==> config.mk <==
export PLATFORM = sky130hd
export DESIGN_NAME = collision_scheduler_flat
export DESIGN_NICKNAME = d
export VERILOG_FILES = /design/src/rtl/collision_scheduler_if.sv /design/src/rtl/collision_scheduler.sv /design/src/flat_wrapper.sv
export SDC_FILE = /design/constraint.sdc
export NUM_CORES = 1
export LEC_CHECK = 0
export CAP_MARGIN = 20
export CORE_MARGIN = 2
export CORE_UTILIZATION = 45
export CTS_CLUSTER_DIAMETER = 200
export DETAILED_ROUTE_END_ITERATION = 10
export PLACE_DENSITY = 0.76
export SETUP_SLACK_MARGIN = 0.4
export SYNTH_ARGS = -nofsm -noshare
export SYNTH_HDL_FRONTEND = slang
export SYNTH_SLANG_ARGS = --single-unit
==> constraint.sdc <==
create_clock -name clk -period 12.55 [get_ports clk]
set_clock_uncertainty 0.15 [all_clocks]
set_input_delay 3.765 -clock clk [delete_from_list [all_inputs] [get_ports clk]]
set_output_delay 3.765 -clock clk [all_outputs]
set_load 0.1 [all_outputs]
==> src/rtl/collision_scheduler_if.sv <==
// Frame tick, entity snapshot inputs and delete-command / status outputs of the collision
// scheduler. master = scheduler side, slave = game logic side.
interface collision_scheduler_if #(
    parameter int unsigned MAX_SHOTS     = 3,
    parameter int unsigned MAX_ASTEROIDS = 3,
    parameter int unsigned ENTITY_SIZE   = 34
);
    logic                                 start;
    logic [ENTITY_SIZE-1:0]               ship;
    logic [MAX_ASTEROIDS*ENTITY_SIZE-1:0] asteroids;
    logic [MAX_SHOTS*ENTITY_SIZE-1:0]     shots;
    logic                                 del_valid;
    logic                                 del_ready;
    logic                                 del_kind;
    logic [9:0]                           del_addr;
    logic                                 ship_hit;
    logic                                 busy;
    logic                                 done;

    modport master (
        input  start, ship, asteroids, shots, del_ready,
        output del_valid, del_kind, del_addr, ship_hit, busy, done
    );

    modport slave (
        output start, ship, asteroids, shots, del_ready,
        input  del_valid, del_kind, del_addr, ship_hit, busy, done
    );
endinterface

==> src/rtl/collision_scheduler.sv <==
// Frame-rate collision sequencer: snapshots the entities on start, then walks ship/asteroid,
// asteroid/shot and shot-bounds checks one per cycle through a single overlap comparator.
module collision_scheduler #(
    parameter int unsigned MAX_SHOTS     = 3,
    parameter int unsigned MAX_ASTEROIDS = 3,
    parameter int unsigned ENTITY_SIZE   = 34,
    parameter int unsigned SHIP_SIZE     = 22,
    parameter int unsigned AST_SIZE      = 22,
    parameter int unsigned SHOT_SIZE     = 2,
    parameter int unsigned SCREEN_W      = 320,
    parameter int unsigned SCREEN_H      = 240
) (
    input logic                   clk,
    input logic                   reset_n,
    collision_scheduler_if.master bus
);
    localparam int unsigned MAX_SLOTS = (MAX_ASTEROIDS > MAX_SHOTS) ? MAX_ASTEROIDS : MAX_SHOTS;
    localparam int unsigned IDX_W     = (MAX_SLOTS > 2) ? $clog2(MAX_SLOTS) : 1;
    localparam logic [IDX_W-1:0] LAST_AST  = IDX_W'(MAX_ASTEROIDS - 1);
    localparam logic [IDX_W-1:0] LAST_SHOT = IDX_W'(MAX_SHOTS - 1);

    typedef enum logic [2:0] {StIdle, StShip, StPair, StBounds, StEmit, StDone} state_e;

    state_e                               state;
    logic [ENTITY_SIZE-1:0]               ship_snap;
    logic [MAX_ASTEROIDS*ENTITY_SIZE-1:0] ast_snap;
    logic [MAX_SHOTS*ENTITY_SIZE-1:0]     shot_snap;
    logic [MAX_ASTEROIDS-1:0]             ast_kill;
    logic [MAX_SHOTS-1:0]                 shot_kill;
    logic                                 ship_chk;
    logic [IDX_W-1:0]                     ast_idx;
    logic [IDX_W-1:0]                     shot_idx;
    logic                                 pend_ast;
    logic                                 from_bounds;

    logic [ENTITY_SIZE-1:0] ast_sel;
    logic [ENTITY_SIZE-1:0] shot_sel;
    logic [10:0]            ax, ay, asz, bx, by, bsz;
    logic                   overlap;
    logic                   off_screen;

    // Shared comparator: ship vs asteroid in StShip, asteroid vs shot otherwise.
    always_comb begin
        ast_sel  = ast_snap[int'(ast_idx) * ENTITY_SIZE +: ENTITY_SIZE];
        shot_sel = shot_snap[int'(shot_idx) * ENTITY_SIZE +: ENTITY_SIZE];
        if (state == StShip) begin
            ax  = {1'b0, ship_snap[15:6]};
            ay  = {1'b0, ship_snap[25:16]};
            asz = 11'(SHIP_SIZE);
            bx  = {1'b0, ast_sel[15:6]};
            by  = {1'b0, ast_sel[25:16]};
            bsz = 11'(AST_SIZE);
        end else begin
            ax  = {1'b0, ast_sel[15:6]};
            ay  = {1'b0, ast_sel[25:16]};
            asz = 11'(AST_SIZE);
            bx  = {1'b0, shot_sel[15:6]};
            by  = {1'b0, shot_sel[25:16]};
            bsz = 11'(SHOT_SIZE);
        end
        overlap    = (ax < bx + bsz) && (bx < ax + asz) && (ay < by + bsz) && (by < ay + asz);
        off_screen = ({1'b0, shot_sel[15:6]} >= 11'(SCREEN_W)) ||
                     ({1'b0, shot_sel[25:16]} >= 11'(SCREEN_H));
    end

    // Only position and alive bits of the snapshots matter; the rest is dropped in synthesis.
    logic unused_bits;
    assign unused_bits = ^{ship_snap, ast_sel, shot_sel};

    always_ff @(posedge clk or negedge reset_n) begin
        if (!reset_n) begin
            state         <= StIdle;
            ship_snap     <= '0;
            ast_snap      <= '0;
            shot_snap     <= '0;
            ast_kill      <= '0;
            shot_kill     <= '0;
            ship_chk      <= 1'b0;
            ast_idx       <= '0;
            shot_idx      <= '0;
            pend_ast      <= 1'b0;
            from_bounds   <= 1'b0;
            bus.del_valid <= 1'b0;
            bus.del_kind  <= 1'b0;
            bus.del_addr  <= '0;
            bus.ship_hit  <= 1'b0;
            bus.busy      <= 1'b0;
            bus.done      <= 1'b0;
        end else begin
            bus.ship_hit <= 1'b0;
            bus.done     <= 1'b0;
            unique case (state)
                StIdle: begin
                    if (bus.start) begin
                        ship_snap <= bus.ship;
                        ast_snap  <= bus.asteroids;
                        shot_snap <= bus.shots;
                        for (int k = 0; k < MAX_ASTEROIDS; k++) begin
                            ast_kill[k] <= ~bus.asteroids[k * ENTITY_SIZE];
                        end
                        for (int k = 0; k < MAX_SHOTS; k++) begin
                            shot_kill[k] <= ~bus.shots[k * ENTITY_SIZE];
                        end
                        ship_chk <= bus.ship[0];
                        ast_idx  <= '0;
                        shot_idx <= '0;
                        bus.busy <= 1'b1;
                        state    <= StShip;
                    end
                end
                StShip: begin
                    if (ship_chk && !ast_kill[ast_idx] && overlap) begin
                        bus.ship_hit <= 1'b1;
                        ship_chk     <= 1'b0;
                    end
                    if (ast_idx == LAST_AST) begin
                        ast_idx <= '0;
                        state   <= StPair;
                    end else begin
                        ast_idx <= ast_idx + 1'b1;
                    end
                end
                StPair: begin
                    if (!ast_kill[ast_idx] && !shot_kill[shot_idx] && overlap) begin
                        ast_kill[ast_idx]   <= 1'b1;
                        shot_kill[shot_idx] <= 1'b1;
                        bus.del_valid       <= 1'b1;
                        bus.del_kind        <= 1'b0;
                        bus.del_addr        <= 10'(shot_idx);
                        pend_ast            <= 1'b1;
                        from_bounds         <= 1'b0;
                        state               <= StEmit;
                    end else if (shot_idx == LAST_SHOT) begin
                        shot_idx <= '0;
                        if (ast_idx == LAST_AST) begin
                            state <= StBounds;
                        end else begin
                            ast_idx <= ast_idx + 1'b1;
                        end
                    end else begin
                        shot_idx <= shot_idx + 1'b1;
                    end
                end
                StBounds: begin
                    if (!shot_kill[shot_idx] && off_screen) begin
                        shot_kill[shot_idx] <= 1'b1;
                        bus.del_valid       <= 1'b1;
                        bus.del_kind        <= 1'b0;
                        bus.del_addr        <= 10'(shot_idx);
                        pend_ast            <= 1'b0;
                        from_bounds         <= 1'b1;
                        state               <= StEmit;
                    end else if (shot_idx == LAST_SHOT) begin
                        bus.busy <= 1'b0;
                        bus.done <= 1'b1;
                        state    <= StDone;
                    end else begin
                        shot_idx <= shot_idx + 1'b1;
                    end
                end
                StEmit: begin
                    if (bus.del_ready) begin
                        if (pend_ast) begin
                            // Second command of a pair hit: asteroid follows its shot.
                            bus.del_kind <= 1'b1;
                            bus.del_addr <= 10'(ast_idx);
                            pend_ast     <= 1'b0;
                        end else begin
                            bus.del_valid <= 1'b0;
                            bus.del_kind  <= 1'b0;
                            bus.del_addr  <= '0;
                            if (from_bounds) begin
                                if (shot_idx == LAST_SHOT) begin
                                    bus.busy <= 1'b0;
                                    bus.done <= 1'b1;
                                    state    <= StDone;
                                end else begin
                                    shot_idx <= shot_idx + 1'b1;
                                    state    <= StBounds;
                                end
                            end else if (shot_idx == LAST_SHOT) begin
                                shot_idx <= '0;
                                if (ast_idx == LAST_AST) begin
                                    state <= StBounds;
                                end else begin
                                    ast_idx <= ast_idx + 1'b1;
                                    state   <= StPair;
                                end
                            end else begin
                                shot_idx <= shot_idx + 1'b1;
                                state    <= StPair;
                            end
                        end
                    end
                end
                StDone: state <= StIdle;
                default: state <= StIdle;
            endcase
        end
    end
endmodule

==> src/flat_wrapper.sv <==
// flat-port wrapper written by rule: the top's interface ports become plain ports
module collision_scheduler_flat 
#(
    parameter int unsigned MAX_SHOTS     = 3,
    parameter int unsigned MAX_ASTEROIDS = 3,
    parameter int unsigned ENTITY_SIZE   = 34,
    parameter int unsigned SHIP_SIZE     = 22,
    parameter int unsigned AST_SIZE      = 22,
    parameter int unsigned SHOT_SIZE     = 2,
    parameter int unsigned SCREEN_W      = 320,
    parameter int unsigned SCREEN_H      = 240
)
  (clk, reset_n, bus_start, bus_ship, bus_asteroids, bus_shots, bus_del_ready, bus_del_valid, bus_del_kind, bus_del_addr, bus_ship_hit, bus_busy, bus_done);
  collision_scheduler_if #(.MAX_SHOTS(MAX_SHOTS), .MAX_ASTEROIDS(MAX_ASTEROIDS), .ENTITY_SIZE(ENTITY_SIZE)) bus_i ();
  input logic clk;
  input logic reset_n;
  input wire logic [$bits(bus_i.start)-1:0] bus_start;
  input wire logic [$bits(bus_i.ship)-1:0] bus_ship;
  input wire logic [$bits(bus_i.asteroids)-1:0] bus_asteroids;
  input wire logic [$bits(bus_i.shots)-1:0] bus_shots;
  input wire logic [$bits(bus_i.del_ready)-1:0] bus_del_ready;
  output wire logic [$bits(bus_i.del_valid)-1:0] bus_del_valid;
  output wire logic [$bits(bus_i.del_kind)-1:0] bus_del_kind;
  output wire logic [$bits(bus_i.del_addr)-1:0] bus_del_addr;
  output wire logic [$bits(bus_i.ship_hit)-1:0] bus_ship_hit;
  output wire logic [$bits(bus_i.busy)-1:0] bus_busy;
  output wire logic [$bits(bus_i.done)-1:0] bus_done;
  assign bus_i.start = bus_start;
  assign bus_i.ship = bus_ship;
  assign bus_i.asteroids = bus_asteroids;
  assign bus_i.shots = bus_shots;
  assign bus_i.del_ready = bus_del_ready;
  assign bus_del_valid = bus_i.del_valid;
  assign bus_del_kind = bus_i.del_kind;
  assign bus_del_addr = bus_i.del_addr;
  assign bus_ship_hit = bus_i.ship_hit;
  assign bus_busy = bus_i.busy;
  assign bus_done = bus_i.done;
  collision_scheduler #(.MAX_SHOTS(MAX_SHOTS), .MAX_ASTEROIDS(MAX_ASTEROIDS), .ENTITY_SIZE(ENTITY_SIZE), .SHIP_SIZE(SHIP_SIZE), .AST_SIZE(AST_SIZE), .SHOT_SIZE(SHOT_SIZE), .SCREEN_W(SCREEN_W), .SCREEN_H(SCREEN_H)) u_core (.clk(clk), .reset_n(reset_n), .bus(bus_i));
endmodule
# Yosys cells after proc, flatten, opt, wreduce, memory -nomap -nowiden
# Cells that the tools add are included.
dict set report word_totals {
  elab_cells 185
  output_inout_bits 15
  register_bits 261
  input_bits 242
}
dict set report classes {
  n_lt_le_gt_ge 10
  shifts 2
  muxes 87
  bitwise 8
  add_sub_neg 6
  eq_ne 20
  multipliers 2
  reduce_logical 33
}
# operator count
set ops {}
lappend ops {{102-bit by 9-bit variable part select with 26-bit output} 2}
lappend ops {{10-bit two-way mux} 7}
lappend ops {{3-bit two-way mux} 16}
lappend ops {{10-bit by 11-bit < comparator with 1-bit output} 4}
lappend ops {{2-bit two-way mux} 16}
lappend ops {{1-bit two-way mux} 30}
lappend ops {{10-bit one-hot mux with 3 select lines} 1}
lappend ops {{10-bit by 5-bit adder with 11-bit output} 2}
lappend ops {{10-bit by 5-bit adder with 11-bit output (second input constant)} 2}
lappend ops {{6-bit AND reduction} 3}
lappend ops {{2-bit inequality test (second input constant)} 8}
lappend ops {{2-bit one-hot mux with 4 select lines} 2}
lappend ops {{3-bit one-hot mux with 5 select lines} 1}
lappend ops {{2-bit by 5-bit multiplier with 7-bit output (second input constant)} 2}
lappend ops {{1-bit one-hot mux with 3 select lines} 4}
lappend ops {{10-bit by 8-bit >= comparator with 1-bit output (second input constant)} 1}
lappend ops {{10-bit by 9-bit >= comparator with 1-bit output (second input constant)} 1}
lappend ops {{1-bit logical AND} 10}
lappend ops {{3-bit by 1-bit inequality test with 1-bit output (second input constant)} 3}
lappend ops {{3-bit one-hot mux with 3 select lines} 1}
lappend ops {{3-bit AND reduction} 3}
lappend ops {{3-bit nonzero test} 3}
lappend ops {{4-bit AND reduction} 2}
lappend ops {{4-bit nonzero test} 2}
lappend ops {{other kinds (22)} 42}

# Longest topological paths before layout
dict set report depth {
  ltp_word 11
  ltp_mapped 25
  mapped_depth_nobuf 20
}

# Least setup slack after synthesis
# No wires, ideal clock.
dict set report synth_timing {
  kind {reg2reg}
  from {register u_core.state[1]}
  to {register u_core.bus.del_addr[0]}
  n_path_buf 7
  stages_incl_launch_ff 25
  required_time_ps 12272
  setup_ps 128
  setup_slack_ps 7172
  period_less_slack_ps 5378
  t_arrival_ps 5100
  cell_sequence {dfrtp_1 -> clkbuf_2 -> nor2_1 -> nand2_1 -> buf_2 -> buf_4 -> clkbuf_1 -> clkbuf_1 -> buf_1 -> nor2_1 -> a21oi_1 -> ha_1 -> a21oi_1 -> o21ai_0 -> and3_1 -> nand3_1 -> xor2_1 -> ha_1 -> a211o_1 -> a211o_1 -> a21o_1 -> or4_4 -> buf_6 -> nand2_2 -> mux2_1}
}
dict set report synth_via {
  elab_chain_len 10
  elab_cells_between_ends 27
  classes_between {add/sub (4); order compare (4); eq/ne (7); mux (6); reduce/logical (6)}
}
# element line
set synth_rtl {}
lappend synth_rtl {{start: declaration} collision_scheduler.sv:24} ;# state_e state;
lappend synth_rtl {{start signal: assignment} collision_scheduler.sv:72} ;# state <= StIdle;
lappend synth_rtl {{start signal: assignment} collision_scheduler.sv:108} ;# state <= StShip;
lappend synth_rtl {{start signal: assignment} collision_scheduler.sv:118} ;# state <= StPair;
lappend synth_rtl {{3-bit by 1-bit equality test with 1-bit output} collision_scheduler.sv:46} ;# if (state == StShip) begin
lappend synth_rtl {{10-bit two-way mux or 5-bit two-way mux (tied branches)} collision_scheduler.sv:46}
lappend synth_rtl {{10-bit by 5-bit adder with 11-bit output} collision_scheduler.sv:61} ;# overlap = (ax < bx + bsz) && (bx < ax + asz) && (ay < by + bsz) && (by < ay + asz);
lappend synth_rtl {{10-bit by 11-bit < comparator with 1-bit output} collision_scheduler.sv:61}
lappend synth_rtl {{1-bit logical AND (3 in a row)} collision_scheduler.sv:61}
lappend synth_rtl {{1-bit logical AND} collision_scheduler.sv:124} ;# if (!ast_kill[ast_idx] && !shot_kill[shot_idx] && overlap) begin
lappend synth_rtl {{2-bit by 1-bit inequality test with 1-bit output (no line)} -}
lappend synth_rtl {{4-bit AND reduction (no line)} -}
lappend synth_rtl {{end signal: assignment} collision_scheduler.sv:129} ;# bus.del_addr <= 10'(shot_idx);
lappend synth_rtl {{end signal: assignment} collision_scheduler.sv:149} ;# bus.del_addr <= 10'(shot_idx);
lappend synth_rtl {{end signal: assignment} collision_scheduler.sv:166} ;# bus.del_addr <= 10'(ast_idx);
lappend synth_rtl {{end: declaration} collision_scheduler_if.sv:22} ;# output del_valid, del_kind, del_addr, ship_hit, busy, done
# Parallel ways exist; a longest one is shown, timed or not.
# A chain may end at the register's enable or synchronous reset.

# Final worst setup path
dict set report layout_timing {
  from {input port bus_start}
  to {register u_core.shot_snap[85]}
}
dict set report layout_via {
  elab_chain_len 1
}
# element line
set layout_rtl {}
lappend layout_rtl {{start: declaration} flat_wrapper.sv:17} ;# input wire logic [$bits(bus_i.start)-1:0] bus_start;
lappend layout_rtl {{2-bit AND reduction (no line)} -}
lappend layout_rtl {{end signal: assignment} collision_scheduler.sv:97} ;# shot_snap <= bus.shots;
lappend layout_rtl {{end: declaration} collision_scheduler.sv:27} ;# logic [MAX_SHOTS*ENTITY_SIZE-1:0] shot_snap;
# No other way between the ends.

==> flow_summary.html <==
<table>
<tr><th>Metric</th><th>Value</th></tr>
<tr><th colspan="2">Timing</th></tr>
<tr><td>Transition time of the tightest slew-check pin</td><td>1.04 ns</td></tr>
<tr><td>Final Setup Violations</td><td>0</td></tr>
<tr><td>Final count of pins violating max slew</td><td>0</td></tr>
<tr><td>Total Neg Setup Slack</td><td>0 ns</td></tr>
<tr><td>Minimum clock period after layout</td><td>5.97 ns</td></tr>
<tr><td>Final hold viol count</td><td>0</td></tr>
<tr><td>Peak clock frequency supported by timing</td><td>0.168 GHz</td></tr>
<tr><td>RSZ-0062 raised after global routing</td><td>no</td></tr>
<tr><td>Max-Slew Margin vs Limit</td><td>30.9%</td></tr>
<tr><td>Final cycle utilization of the critical path</td><td>47.6%</td></tr>
<tr><th colspan="2">Synthesis</th></tr>
<tr><td>Largest cells by area after synthesis</td><td>sky130_fd_sc_hd__dfrtp_1 (42%), sky130_fd_sc_hd__nand2_1 (18%), sky130_fd_sc_hd__ha_1 (6.0%)</td></tr>
<tr><td>Number of standard cells after synthesis</td><td>1203</td></tr>
<tr><td>FF+latch count, synth</td><td>163</td></tr>
<tr><td>Average size of a mapped cell</td><td>8.12 sq um</td></tr>
<tr><td>Synth cell count leaders</td><td>sky130_fd_sc_hd__nand2_1 (472), sky130_fd_sc_hd__dfrtp_1 (163), sky130_fd_sc_hd__nor2_1 (62)</td></tr>
<tr><td>YS warnings</td><td>0</td></tr>
<tr><td>Sequential-to-total area share from yosys stat</td><td>41.7%</td></tr>
<tr><td>Top cell type by total area after synthesis</td><td>sky130_fd_sc_hd__dfrtp_1</td></tr>
<tr><td>Distinct cells, synth</td><td>71</td></tr>
<tr><td>Number of synthesized flops with an enable pin</td><td>0</td></tr>
<tr><td>Async S/R FF share, synth</td><td>100%</td></tr>
<tr><td>Commonest register cell after synthesis</td><td>sky130_fd_sc_hd__dfrtp_1</td></tr>
<tr><td>Most frequent cell after synthesis</td><td>sky130_fd_sc_hd__nand2_1</td></tr>
<tr><td>Area of the mapped netlist</td><td>9770 sq um</td></tr>
<tr><td>Synth top area share</td><td>41.7%</td></tr>
<tr><th colspan="2">Final layout</th></tr>
<tr><td>Number of filler instances in the final layout</td><td>1891</td></tr>
<tr><td>Area grow syn2layout</td><td>22.8%</td></tr>
<tr><td>Number of cells in the finished layout apart from fillers</td><td>1608</td></tr>
<tr><td>Layout cells sized above 1</td><td>6.08%</td></tr>
<tr><td>Ant diodes</td><td>0</td></tr>
<tr><td>Nets@finish</td><td>1609</td></tr>
<tr><th colspan="2">Floorplan</th></tr>
<tr><td>CORE AREA</td><td>21200 sq um</td></tr>
<tr><td>Number of rows in the core area</td><td>53</td></tr>
<tr><td>Width of the die</td><td>151 microns</td></tr>
<tr><td>I/O pin count</td><td>257</td></tr>
<tr><td>Effective utilization at floorplan</td><td>46.2%</td></tr>
<tr><td>Overall die height</td><td>151 microns</td></tr>
<tr><td>Die area</td><td>22900 sq um</td></tr>
<tr><th colspan="2">Global route</th></tr>
<tr><td>Antenna violations before repair</td><td>0</td></tr>
<tr><td>GRT busiest layer</td><td>met2</td></tr>
<tr><td>Maximum number of pins on one net before global-route repair</td><td>108</td></tr>
<tr><td>Number of global-route vias before repair</td><td>8428</td></tr>
<tr><td>GR Layer Usage met2</td><td>38.5%</td></tr>
<tr><td>GR Util met1</td><td>33.9%</td></tr>
<tr><td>M3 GR Usage</td><td>4.28%</td></tr>
<tr><td>Remaining global-route overflow</td><td>0</td></tr>
<tr><td>Global-route total usage across every layer</td><td>24.3%</td></tr>
<tr><td>Global-route wire length before repair</td><td>43.0 mm</td></tr>
<tr><th colspan="2">Detailed routing</th></tr>
<tr><td>Total via count after detailed routing</td><td>8766</td></tr>
<tr><td>1st-iter DRT viols</td><td>590</td></tr>
<tr><td>1st-pass router iterations</td><td>5</td></tr>
<tr><td>DRC viols</td><td>0</td></tr>
<tr><td>Drt wl/cell</td><td>16.7 microns</td></tr>
<tr><td>DR vias/cell</td><td>5.45</td></tr>
<tr><td>Count of nets left with antenna violations after detail routing</td><td>0</td></tr>
<tr><td>Drt total wl</td><td>26.8 mm</td></tr>
<tr><th colspan="2">Placed design</th></tr>
<tr><td>Quantity of I/O buffers inserted on ports</td><td>157</td></tr>
<tr><td>Placed Cells incl. Taps</td><td>1576</td></tr>
<tr><td>Global placer's final weighted congestion</td><td>0.893</td></tr>
<tr><td>HPWL after DPL</td><td>19.1 mm</td></tr>
<tr><th colspan="2">Pwr</th></tr>
<tr><td>PD cells</td><td>301 nW/um^2</td></tr>
<tr><td>Worst-case vdd ir drop</td><td>0.123 mV</td></tr>
<tr><td>Leakage power figure</td><td>5.72 nW</td></tr>
<tr><th colspan="2">Clocking</th></tr>
<tr><td>Total of hold buffers inserted after clock tree synthesis</td><td>0</td></tr>
<tr><td>Worst-Skew Late Latency</td><td>0.44 ns</td></tr>
<tr><td>Count of H-tree levels built during CTS</td><td>4</td></tr>
<tr><td>Clock transition time at the flip-flop clock pins of the worst setup and hold paths</td><td>0.07 ns</td></tr>
<tr><td>Clock Tree Buf Depth</td><td>2</td></tr>
<tr><td>Clock net sink count</td><td>163</td></tr>
<tr><td>Root buf cell</td><td>sky130_fd_sc_hd__clkbuf_16</td></tr>
<tr><td>TritonCTS clock tree</td><td>yes</td></tr>
<tr><td>Setup bufs post-CTS</td><td>0</td></tr>
<tr><td>Number of gates resized after CTS</td><td>0</td></tr>
<tr><td>Clock buffer count from CTS</td><td>17</td></tr>
<tr><th colspan="2">Worst setup path</th></tr>
<tr><td>Worst EP arrival</td><td>6.18 ns</td></tr>
<tr><td>Cell chain of the critical path</td><td>clkdlybuf4s50_1, nand2b_1, nor3_2, buf_4, buf_4, nand2_1, nand2_1</td></tr>
<tr><td>Critical path required time</td><td>12.76 ns</td></tr>
<tr><td>Slowest CP cell</td><td>sky130_fd_sc_hd__buf_4</td></tr>
<tr><td>Largest incremental delay on the critical path</td><td>0.90 ns</td></tr>
<tr><td>Classification of the worst setup path</td><td>in -&gt; reg</td></tr>
<tr><td>Critical Path End Type</td><td>register</td></tr>
<tr><td>FF-to-FF path depth</td><td>17</td></tr>
<tr><td>R2R setup slack</td><td>6.63 ns</td></tr>
<tr><td>Worst reg2reg startpoint</td><td>u_core.ast_idx[1]</td></tr>
<tr><td>Sort of element at the start of the critical path</td><td>primary input</td></tr>
<tr><td>Max FO, Critical Path</td><td>107</td></tr>
<tr><td>Worst reg2reg endpoint</td><td>u_core.ast_idx[0]</td></tr>
<tr><th colspan="2">Min path</th></tr>
<tr><td>Tightest Hold Check Type</td><td>reg -&gt; reg</td></tr>
<tr><td>Worst Hold Endpoint</td><td>u_core.ast_snap[8]</td></tr>
<tr><td>Hold path startpoint</td><td>u_core.ast_snap[8]</td></tr>
<tr><td>Number of cells traversed by the worst hold path</td><td>2</td></tr>
<tr><th colspan="2">Status</th></tr>
<tr><td>Result of the run</td><td>finished clean</td></tr>
<tr><th colspan="2">Run</th></tr>
<tr><td>Max capacitance violation total</td><td>0</td></tr>
</table>
[power by group]
group | internal [mW] | switching (mW) | leakage (nW) | total [mW]
clock | 0.286 | 0.242 | 0.280 | 0.528
combinational | 0.842 | 1.29 | 3.42 | 2.14
sequential | 0.772 | 0.175 | 2.02 | 0.947
[worst max-delay path: cells and delay by family]
kind,cells,cell delay (ns)
AND/OR/NAND/NOR,4,0.56
buffers and inverters,3,1.83
[cells by family after synthesis]
kind of cell | after synthesis | share of synthesized area [%]
compound gates | 193 | 13.2
xor+xnor | 28 | 2.51
fa+ha+maj | 47 | 6.02
buf+inv | 100 | 4.93
flops | 163 | 41.7
mux | 56 | 5.99
other cells | 1 | 0.0384
simple gates | 615 | 25.6
[per-layer routing]
metal,routed length [microns],part of all wire (%),vias up
met2,12300,46,306
met1,12100,45,4183
met3,1720,6.4,35
met4,659,2.5,0
met5,0,0,-
li1,-,-,4242
[sequential cells by signal (all words and copies together), names as in the netlist]
name                  count
u_core.shot_idx           2
u_core.ast_kill           3
u_core.bus.done           1
u_core.bus.ship_hit       1
u_core.shot_kill          3
u_core.ast_idx            2
u_core.bus.del_kind       1
u_core.state              3
u_core.bus.busy           1
u_core.ship_snap         20
u_core.bus.del_valid      1
u_core.from_bounds        1
u_core.bus.del_addr       2
u_core.ast_snap          60
u_core.shot_snap         60
u_core.ship_chk           1
u_core.pend_ast           1
[worst max-delay path by stage]
| stage | from | endpoint | slack [ns] | cells after the start |
|---|---|---|---|---|
| after floorplan | u_core.state[1] | u_core.bus.del_addr[0] | 7.17 | 24 |
| after global placement | bus_start | u_core.shot_snap[85] | 6.20 | 7 |
| after detailed placement | bus_start | u_core.shot_snap[85] | 6.15 | 7 |
| after CTS | bus_start | u_core.shot_snap[85] | 6.57 | 7 |
| after global routing | u_core.ast_idx[1] | u_core.ast_idx[0] | 6.33 | 19 |
| final | bus_start | u_core.shot_snap[85] | 6.58 | 7 |
[stage by stage]
stage / total power [mW] / utilization [%] / hold WS, ns / worst slack [ns] / cell area [sq um]
after detailed placement: 3.06 / 54.0 / 0.310 / 6.15 / 11400
after floorplan: 2.53 / - / 0.290 / 7.17 / 9800
after global placement: 3.02 / 54.0 / 0.305 / 6.20 / 11400
after global routing: 3.95 / 56.7 / 0.347 / 6.33 / 12000
final: 3.61 / 56.7 / 0.321 / 6.58 / 12000
after CTS: 3.61 / 56.7 / 0.327 / 6.57 / 12000
[layout make-up]
cell class	count	area [sq um]	area share [%]
well taps	275	344	2.87
inverters	24	90.1	0.751
clock buffers	19	443	3.69
flip-flops and latches	163	4080	34.0
repair buffers	167	1650	13.7
clock inverters	13	138	1.15
multi-input cells	947	5260	43.8
[cell usage in the layout, fill, tap and decap left out, drive strengths merged, types with 4 or more instances in the layout]
| cell | synthesis | routed |
|---|---|---|
| a21oi | 60 | 60 |
| inv | 24 | 32 |
| nor3 | 21 | 21 |
| nand3 | 16 | 16 |
| ha | 47 | 47 |
| and3 | 6 | 6 |
| nand2 | 473 | 473 |
| or2 | 4 | 4 |
| mux2 | 17 | 17 |
| o21ai | 38 | 38 |
| clkbuf | 45 | 19 |
| nand4 | 10 | 10 |
| o22ai | 4 | 4 |
| o2bb2ai | 21 | 21 |
| a21o | 8 | 8 |
| conb | 1 | 8 |
| a2bb2oi | 5 | 5 |
| mux2i | 39 | 39 |
| nor2 | 62 | 62 |
| clkdlybuf4s50 | 0 | 156 |
| dfrtp | 163 | 163 |
| a31oi | 6 | 6 |
| xnor2 | 20 | 20 |
| a211oi | 4 | 4 |
| o21a | 4 | 4 |
| xor2 | 8 | 8 |
| o211ai | 5 | 5 |
| nor2b | 4 | 4 |
| buf | 31 | 11 |
| a22oi | 15 | 15 |
| nand2b | 4 | 4 |
Power figures use the tool's default switching activity.
